<file path="src/rtl/sata_link_rate_negotiator.sv">
// SATA link-rate negotiator: selects a generation, drives the reconfiguration handshake,
// holds the transceiver in reset, launches OOB and steps down on failure. Watchdog: SATA_NEG_TIMEOUT_EN.
`ifndef SATA_GEN1
`define SATA_GEN1 2'b01
`endif
`ifndef SATA_GEN2
`define SATA_GEN2 2'b10
`endif
`ifndef SATA_GEN3
`define SATA_GEN3 2'b11
`endif

module sata_link_rate_negotiator #(
  parameter int RETRIES        = 2,
  parameter int XRST_CYCLES    = 16,
  parameter int TIMEOUT_CYCLES = 4096
) (
  input  logic       reset,
  input  logic       clk,
  input  logic       ctl_start,
  input  logic [1:0] max_gen,
  output logic       oob_start,
  input  logic       oob_done,
  input  logic       oob_fail,
  output logic       cmd_reconfig,
  output logic [1:0] cmd_sata_gen,
  input  logic       cmd_ready,
  output logic       xcvr_reset,
  output logic [1:0] cur_gen,
  output logic       link_up,
  output logic       neg_fail
);

  localparam int AW = $clog2(RETRIES + 1);
  localparam int XW = $clog2(XRST_CYCLES);
  localparam logic [AW-1:0] RETRY_LIM = AW'(RETRIES);
  localparam logic [XW-1:0] XRST_LAST = XW'(XRST_CYCLES - 1);
  localparam logic [1:0]    GEN1      = `SATA_GEN1;
  localparam logic [1:0]    GEN2      = `SATA_GEN2;
  localparam logic [1:0]    GEN3      = `SATA_GEN3;

  typedef enum logic [2:0] {
    IDLE  = 3'd0,
    REQ   = 3'd1,
    RWAIT = 3'd2,
    XRST  = 3'd3,
    OOB   = 3'd4,
    OWAIT = 3'd5,
    LINK  = 3'd6,
    FAIL  = 3'd7
  } state_t;

  state_t        state_r, state_nxt_s;
  logic [1:0]    gen_r, gen_nxt_s;
  logic [1:0]    cur_gen_r, cur_gen_nxt_s;
  logic [AW-1:0] attempt_r, attempt_nxt_s, attempt_inc_s;
  logic [XW-1:0] xrst_cnt_r, xrst_cnt_nxt_s;
  logic          rwait_arm_r;
  logic          wd_expired_s;

  logic          oob_start_r, oob_start_nxt_s;
  logic          cmd_reconfig_r, cmd_reconfig_nxt_s;
  logic [1:0]    cmd_sata_gen_r;
  logic          xcvr_reset_r, xcvr_reset_nxt_s;
  logic          link_up_r, link_up_nxt_s;
  logic          neg_fail_r, neg_fail_nxt_s;

  // Out-of-range requests (only 2'b00 is unused) fall back to GEN1.
  function automatic logic [1:0] norm_gen(input logic [1:0] g);
    case (g)
      GEN1, GEN2, GEN3: norm_gen = g;
      default:          norm_gen = GEN1;
    endcase
  endfunction

  function automatic logic [1:0] step_down(input logic [1:0] g);
    case (g)
      GEN3:    step_down = GEN2;
      GEN2:    step_down = GEN1;
      default: step_down = GEN1;
    endcase
  endfunction

`ifdef SATA_NEG_TIMEOUT_EN
  localparam int WW = $clog2(TIMEOUT_CYCLES);
  localparam logic [WW-1:0] WD_LAST = WW'(TIMEOUT_CYCLES - 1);

  logic [WW-1:0] wd_cnt_r, wd_cnt_nxt_s;
  logic          in_hs_s, nxt_hs_s;

  // Watchdog spans REQ and RWAIT as one window; restarts on each fresh entry.
  always_comb begin
    in_hs_s      = (state_r == REQ) || (state_r == RWAIT);
    nxt_hs_s     = (state_nxt_s == REQ) || (state_nxt_s == RWAIT);
    wd_expired_s = in_hs_s && (wd_cnt_r == WD_LAST);
    if (in_hs_s && nxt_hs_s) begin
      wd_cnt_nxt_s = wd_cnt_r + WW'(1);
    end else begin
      wd_cnt_nxt_s = {WW{1'b0}};
    end
  end

  // Watchdog counter register.
  always_ff @(posedge clk or posedge reset) begin
    if (reset) begin
      wd_cnt_r <= {WW{1'b0}};
    end else begin
      wd_cnt_r <= wd_cnt_nxt_s;
    end
  end
`else
  assign wd_expired_s = 1'b0;
`endif

  // Next-state and datapath update.
  always_comb begin
    state_nxt_s    = state_r;
    gen_nxt_s      = gen_r;
    cur_gen_nxt_s  = cur_gen_r;
    attempt_nxt_s  = attempt_r;
    attempt_inc_s  = attempt_r + AW'(1);
    xrst_cnt_nxt_s = {XW{1'b0}};
    case (state_r)
      IDLE, FAIL: begin
        if (ctl_start) begin
          gen_nxt_s     = norm_gen(max_gen);
          attempt_nxt_s = {AW{1'b0}};
          state_nxt_s   = REQ;
        end else begin
          state_nxt_s   = state_r;
        end
      end
      REQ: begin
        if (wd_expired_s) begin
          state_nxt_s = FAIL;
        end else if (cmd_reconfig_r && cmd_ready) begin
          state_nxt_s = RWAIT;
        end else begin
          state_nxt_s = REQ;
        end
      end
      RWAIT: begin
        // The engine's ready is still stale on the first cycle after acceptance.
        if (wd_expired_s) begin
          state_nxt_s = FAIL;
        end else if (rwait_arm_r && cmd_ready) begin
          cur_gen_nxt_s = gen_r;
          state_nxt_s   = XRST;
        end else begin
          state_nxt_s   = RWAIT;
        end
      end
      XRST: begin
        if (xrst_cnt_r == XRST_LAST) begin
          state_nxt_s    = OOB;
        end else begin
          xrst_cnt_nxt_s = xrst_cnt_r + XW'(1);
        end
      end
      OOB: begin
        state_nxt_s = OWAIT;
      end
      OWAIT: begin
        if (oob_done) begin
          state_nxt_s = LINK;
        end else if (oob_fail) begin
          if (attempt_inc_s < RETRY_LIM) begin
            attempt_nxt_s = attempt_inc_s;
            state_nxt_s   = OOB;
          end else if (gen_r == GEN1) begin
            attempt_nxt_s = attempt_inc_s;
            state_nxt_s   = FAIL;
          end else begin
            gen_nxt_s     = step_down(gen_r);
            attempt_nxt_s = {AW{1'b0}};
            state_nxt_s   = REQ;
          end
        end else begin
          state_nxt_s = OWAIT;
        end
      end
      LINK: begin
        if (oob_fail) begin
          gen_nxt_s     = norm_gen(max_gen);
          attempt_nxt_s = {AW{1'b0}};
          state_nxt_s   = REQ;
        end else begin
          state_nxt_s   = LINK;
        end
      end
      default: begin
        state_nxt_s = IDLE;
      end
    endcase
  end

  // Outputs are decoded from the next state so the registered copies match the state.
  always_comb begin
    oob_start_nxt_s    = (state_nxt_s == OOB);
    cmd_reconfig_nxt_s = (state_nxt_s == REQ);
    link_up_nxt_s      = (state_nxt_s == LINK);
    neg_fail_nxt_s     = (state_nxt_s == FAIL);
    case (state_nxt_s)
      IDLE, REQ, RWAIT, XRST, FAIL: xcvr_reset_nxt_s = 1'b1;
      default:                      xcvr_reset_nxt_s = 1'b0;
    endcase
  end

  // State, datapath and output registers.
  always_ff @(posedge clk or posedge reset) begin
    if (reset) begin
      state_r        <= IDLE;
      gen_r          <= GEN1;
      cur_gen_r      <= GEN1;
      attempt_r      <= {AW{1'b0}};
      xrst_cnt_r     <= {XW{1'b0}};
      rwait_arm_r    <= 1'b0;
      oob_start_r    <= 1'b0;
      cmd_reconfig_r <= 1'b0;
      cmd_sata_gen_r <= GEN1;
      xcvr_reset_r   <= 1'b1;
      link_up_r      <= 1'b0;
      neg_fail_r     <= 1'b0;
    end else begin
      state_r        <= state_nxt_s;
      gen_r          <= gen_nxt_s;
      cur_gen_r      <= cur_gen_nxt_s;
      attempt_r      <= attempt_nxt_s;
      xrst_cnt_r     <= xrst_cnt_nxt_s;
      rwait_arm_r    <= (state_r == RWAIT);
      oob_start_r    <= oob_start_nxt_s;
      cmd_reconfig_r <= cmd_reconfig_nxt_s;
      cmd_sata_gen_r <= gen_nxt_s;
      xcvr_reset_r   <= xcvr_reset_nxt_s;
      link_up_r      <= link_up_nxt_s;
      neg_fail_r     <= neg_fail_nxt_s;
    end
  end

  assign oob_start    = oob_start_r;
  assign cmd_reconfig = cmd_reconfig_r;
  assign cmd_sata_gen = cmd_sata_gen_r;
  assign xcvr_reset   = xcvr_reset_r;
  assign cur_gen      = cur_gen_r;
  assign link_up      = link_up_r;
  assign neg_fail     = neg_fail_r;

endmodule

</file>
<file path="config.mk">
export PLATFORM = sky130hd
export DESIGN_NAME = sata_link_rate_negotiator
export DESIGN_NICKNAME = d
export VERILOG_FILES = /design/src/rtl/sata_link_rate_negotiator.sv
export SDC_FILE = /design/constraint.sdc
export NUM_CORES = 1
export LEC_CHECK = 0
export ABC_AREA = 0
export CAP_MARGIN = 15
export CORE_MARGIN = 5
export CORE_UTILIZATION = 50
export DETAILED_ROUTE_END_ITERATION = 16
export PLACE_DENSITY = 0.78
export SYNTH_ARGS = -nofsm -noshare
export SYNTH_HDL_FRONTEND = slang
export SYNTH_SLANG_ARGS = --single-unit
</file>
<file path="constraint.sdc">
create_clock -name clk -period 1.7 [get_ports clk]
set_input_delay 0.17 -clock clk [delete_from_list [all_inputs] [get_ports clk]]
set_output_delay 0.17 -clock clk [all_outputs]
set_load 0.05 [all_outputs]
</file>
==> run metrics, run 1 <==
Synth cell types 43; outcome finished clean; Largest delay share family, worst path buffers and inverters; Site Rows 16; Slew @ Worst Pin 0.499 ns; min-delay worst type in2async; Mapped Area about 0.0010 mm2; dpl hpwl ~1500 um; CP endpoint kind output port; met3 wire len around 91 um; Highest Clock Rate between 600 and 700 MHz; H-Tree Depth 1; I/O pin total 17; worst path buffer plus inverter count 1; Final Cycle Share about 96%; Final ANT Viol Nets 0; uppermost layer routed met4; drt pass-1 iters 4; Syn-to-layout area delta 25.7%; total CTS buffers 3; cells along the critical path clkdlybuf4s50_1; Tmin final approximately 1.6 ns; layout cells sized above 1 33.3%; CTS root buf clkbuf_4; post-synthesis net count about 100; most frequent cell after synthesis dfrtp_1; post-synth top area cell dfrtp_1; Synth top cells by count dfrtp_1 (16), nand2_1 (6), nor2_1 (5), nor3_1 (5); Lkg Pwr 0.577 nW; Post-synth EDFFs 0; largest net degree at the start of global routing 20; vias between 800 and 900; startpoint type of the worst setup path register; Avg Cell Area, Syn between 10 and 15 um2; Final Non-Filler Cells 147; Port Buf Inserts 16; Placer Congestion a little under 0.8; prevailing post-synth register cell dfrtp_1; CORE AREA 0.00194 mm2; GRT Total Usage 16.4%; hold slack about 0.17 ns; global-route wire length before repair 3480 um; Routed WL per cell between 10 and 15 um; Setup Skew slightly below 0.004 ns; Slew HR roughly two thirds; fin util ~65%; slowest stage delay, CP approximately 0.80 ns; number of vias per cell approximately 5.5; # diodes 0; critical setup path kind reg2out; GRT overflow 0; asr flop ratio synth 100%; initial antenna violation count 0; CP max-delay cell clkdlybuf4s50_1; First DRT Iteration DRCs 14; M1 WL 964 um; Ys Warns 0; area share of the largest cell type after synthesis between 30 and 40%; final-report max-slew violation count 0; PwrDens 1600 mW/mm2; Clock Sinks 19; Initial Utilization 52.0%; Seq cells post-synth 19; final WL approximately 2100 um; final hold viol count 0; Die Width 54.9 um; total negative slack 0 ns; Comb pwr share approximately half; max cap viols 0; CTS tree done; Max IR drop VDD around 0.0011 V; total die area between 0.003 and 0.004 mm2; met2 wire len between 1000 and 1500 um; top cells by area, synth dfrtp_1 (40%), dfstp_2 (7.8%), mux2_2 (4.5%), nor3_1 (2.5%), buf_6 (2.2%); P_int approximately 0.0011 W; register area share after synthesis ~47%; Clock power frac 11.4%; crit path max fanout 2; # DRC 0; Seq pwr share between 30% and 40%; Nets 130; P_sw roughly 0.0009 W; Worst-path clk slew 0.11 ns; Final setup viols 0; CP required about 1.5 ns; vias in the first global route roughly 810; Synth Instances between 90 and 100; sw frac between 40 and 50%; Placed Cells between 100 and 150; Die Y ~55 um; Post-CTS Hold Buffers 0; clk_lat worst skew 0.30 ns; Post-CTS Setup Bufs 0; CTS Buffer Depth 2; Worst Path Arrival approximately 1.5 ns
[per-layer routing]
layer  GRT usage (%)  up-vias
met5               0        -
met4            5.67        0
met3            3.22        3
met2            25.6       20
met1            22.7      394
li1                -      395
[metrics by stage]
stage / setup slack (ns) / area (um2) / total power (W)
after floorplan: 0.0597 / 1010 / 0.00150
after global placement: 0.0202 / 1230 / 0.00174
after detailed placement: -0.000721 / 1230 / 0.00177
after CTS: 0.0308 / 1260 / 0.00202
after global routing: -0.0252 / 1270 / 0.00216
final: 0.0630 / 1270 / 0.00203
[path summary, 6_finish.rpt]
| kind | cells past startpoint | end | startpoint | slack (ns) |
|---|---|---|---|---|
| worst max-delay path | 1 | cur_gen[1] | cur_gen[1] | 0.06 |
| worst min register to register | 1 | cur_gen[1] | cur_gen[1] | 0.53 |
| worst max register to register | 5 | neg_fail | state_r[1] | 0.08 |
| max in group asynchronous | 3 | xcvr_reset | reset | 1.27 |
| min in group clk | 3 | cmd_sata_gen[1] | max_gen[1] | 0.48 |
| worst min-delay path | 3 | state_r[2] | reset | 0.17 |
[layout make-up]
class                   count  area [um2]
fillers                   159         673
multi-input cells          68         494
flip-flops and latches     19         483
repair buffers             25         215
well taps                  27        33.8
clock buffers               3        22.5
inverters                   4        15.0
clock inverters             1        5.00
[placed cells by master, fill, tap and decap left out, types with 2 or more instances in the layout]
cell type        count
dfstp_2              3
clkdlybuf4s50_1     11
dfrtp_2              3
and3_1               2
dfrtp_1             13
nor2_1               5
a21oi_1              4
nand4b_1             2
o21ai_0              2
o21ai_2              2
nand3b_1             2
nand2_1              5
xnor2_1              2
and2_1               2
nand2b_1             2
inv_1                4
a211oi_1             2
clkbuf_4             3
buf_4               14
o22ai_1              2
nor3_1               5
mux2_2               4
[flip-flops by register name, summed over array words and instances (netlist names)]
register      cells
link_up           1
cmd_reconfig      1
cur_gen           2
neg_fail          1
rwait_arm_r       1
xrst_cnt_r        4
state_r           3
attempt_r         2
cmd_sata_gen      2
oob_start         1
xcvr_reset        1
[power by group through the flow]
stage          sequential [W]  combinational [W]  clock, W
5_1_grt              0.000800            0.00111  0.000255
4_1_cts              0.000758            0.00102  0.000232
6_report             0.000774            0.00102  0.000230
3_3_place_gp         0.000754           0.000983         0
3_5_place_dp         0.000765            0.00101         0
2_1_floorplan        0.000923           0.000576         0
[logic make-up (layout without fill, tap and decap cells)]
group                    after synthesis  after routing  synth area share [%]
adder cells (fa/ha/maj)                1              1                  1.24
multiplexers                           5              5                  5.45
XOR/XNOR                               3              3                  2.60
flip-flops                            19             19                  47.5
AO/OA/AOI/OAI                         21             21                  14.9
AND/OR/NAND/NOR                       38             38                  23.7
buffers and inverters                  8             33                  4.71
[repair_timing]
action                     4_1_cts  5_1_grt
resized for setup                1        5
pin swaps                        0        1
setup endpoints to repair        1       10
cloned                           0        0
No activity file was read; power rests on OpenSTA's default activity.
==> inputs of run 2 (changes only) <==
--- a/config.mk
+++ b/config.mk
@@ -8,9 +8,9 @@
 export ABC_AREA = 0
 export CAP_MARGIN = 15
 export CORE_MARGIN = 5
-export CORE_UTILIZATION = 50
+export CORE_UTILIZATION = 51
 export DETAILED_ROUTE_END_ITERATION = 16
-export PLACE_DENSITY = 0.78
+export PLACE_DENSITY = 0.79
 export SYNTH_ARGS = -nofsm -noshare
 export SYNTH_HDL_FRONTEND = slang
 export SYNTH_SLANG_ARGS = --single-unit
==> run metrics, run 2 (same netlist as run 1, synthesis figures left out) <==
Final Non-Filler Cells 150 (was 147); Placed Cells 145 (was 143); CTS Buffer Depth 2 (unchanged); R2R depth 5 (unchanged); hold slack 0.190 ns (was 0.173 ns); Post-Place Cell Area 0.00124 mm2 (was 0.00123 mm2); total negative slack 0 ns (unchanged); Die Y 54.5 um (was 54.9 um); Highest Clock Rate 608 MHz (was 611 MHz); Clock Sinks 19 (unchanged); P_int 0.00115 W (was 0.00112 W); clk_lat worst skew 0.28 ns (was 0.30 ns); min-delay worst type in2async (unchanged); Top Registers xrst_cnt_r x4, state_r x3 (unchanged); # DRC 0 (unchanged); CTS tree done (unchanged); Reg with most FFs xrst_cnt_r (unchanged); Layout fillers 159 (unchanged); total CTS buffers 3 (unchanged); Syn-to-layout area delta 30.5% (was 25.7%); initial antenna violation count 0 (unchanged); layout cells sized above 1 35.0% (was 33.3%); global-route wire length before repair 3570 um (was 3480 um); CORE AREA 0.00192 mm2 (was 0.00194 mm2); number of vias per cell 5.53 (was 5.52); PwrDens 1570 mW/mm2 (was 1600 mW/mm2); Lkg Pwr 0.606 nW (was 0.577 nW); final-report max-slew violation count 0 (unchanged); reg-to-reg slack, setup 0.06 ns (was 0.08 ns); Routed WL per cell 14.0 um (was 14.2 um); RSZ-0062 raised after global routing false; crit path max fanout 12 (was 2); commonest non-fill, non-tap cells in the layout buf_4 (16), dfrtp_1 (13), clkdlybuf4s50_1 (11) (was buf_4 (14), dfrtp_1 (13), clkdlybuf4s50_1 (11)); drt pass-1 iters 4 (unchanged); vias 830 (was 812); Final Cycle Share 96.7% (was 96.3%); final WL 2100 um (was 2080 um); CP required 1.92 ns (was 1.53 ns); Final ANT Viol Nets 0 (unchanged); Setup Skew 0.00616 ns (was 0.00388 ns); Worst Path Arrival 1.86 ns (was 1.47 ns); Final setup viols 0 (unchanged); critical setup path kind reg2reg (was reg2out); vias in the first global route 831 (was 806); max reg flops 4 (unchanged); Die Width 54.5 um (was 54.9 um); register area 483 um2 (unchanged); startpoint type of the worst setup path register (unchanged); P_sw 0.000915 W (was 0.000908 W); Comb pwr share 53.0% (was 50.4%); H-Tree Depth 1 (unchanged); largest net degree at the start of global routing 20 (unchanged); Worst-path clk slew 0.10 ns (was 0.11 ns); CP endpoint kind register (was output port); area of the multi-input gates 517 um2 (was 494 um2); sw frac 44.2% (was 44.8%); PnR Total Power 0.00207 W (was 0.00203 W); outcome finished clean (unchanged); total die area 0.00297 mm2 (was 0.00302 mm2); # diodes 0 (unchanged); Nets 133 (was 130); Max IR drop VDD 0.000922 V (was 0.00107 V); Final Cell Area 0.00132 mm2 (was 0.00127 mm2); Slew HR 66.2% (was 66.6%); Initial Utilization 52.5% (was 52.0%); Port Buf Inserts 16 (unchanged); Clock power frac 10.5% (was 11.4%); max cap viols 0 (unchanged); Tmin final 1.64 ns (about the same); I/O pin total 17 (unchanged); CTS root buf clkbuf_4 (unchanged); Placer Congestion 0.840 (was 0.794); Slew @ Worst Pin 0.506 ns (was 0.499 ns); final hold viol count 0 (unchanged); dpl hpwl 1520 um (was 1480 um); GRT overflow 0 (unchanged); Site Rows 16 (unchanged); First DRT Iteration DRCs 11 (was 14); GRT Total Usage 16.7% (was 16.4%); commonest non-fill, non-tap cell in the layout buf_4 (unchanged); Seq pwr share 36.5% (was 38.2%)
## run 2: what timing repair did
item	in CTS	in global routing
resized for setup	2	9
hold buffers	0	0
buffers inserted	0	1
setup endpoints to repair	2	7
pin swaps	1	4
## run 2: power by group through the flow
stage / Combinational (W) / Sequential, W / Clock (W)
after global placement: 0.00100 / 0.000746 / 0
after global routing: 0.00119 / 0.000784 / 0.000246
after detailed placement: 0.00103 / 0.000751 / 0
after CTS: 0.00104 / 0.000744 / 0.000227
after floorplan: 0.000576 / 0.000923 / 0
final: 0.00110 / 0.000755 / 0.000218
## run 2: worst max-delay path, cell delays in order, from the launching register on
cell,delay [ns]
dfrtp_2,0.50
or3b_1,0.41
a21boi_2,0.21
a211o_1,0.17
nor2_4,0.06
and3b_1,0.24
## run 2: through the flow
step                worst slack, ns  utilization (%)
finish                       0.0553             68.6
global route                0.00198             68.6
CTS                          0.0107             66.7
detailed placement          -0.0482             64.7
global placement             0.0278             64.7
floorplan                    0.0597                -
## run 2: final timing paths
path	start	end
setup / recovery	state_r[0]	neg_fail
hold / removal	reset	attempt_r[0]
setup reg to reg	state_r[0]	neg_fail
hold reg to reg	xrst_cnt_r[0]	xrst_cnt_r[0]
max in group asynchronous	reset	xcvr_reset
min in group clk	max_gen[1]	cmd_sata_gen[1]
## run 2: final cells by class
type,count,share of cell area [%]
multi-input cells,68,39.2
flip-flops and latches,19,36.7
repair buffers,28,18.4
well taps,27,2.56
clock buffers,4,1.99
inverters,4,1.14
## run 2: metal layers
metal  track usage (%)  part of all wire [%]
met1              22.0                    47
met2              25.5                    48
met3              4.90                   4.1
met4              7.05                   1.6
met5                 0                     0
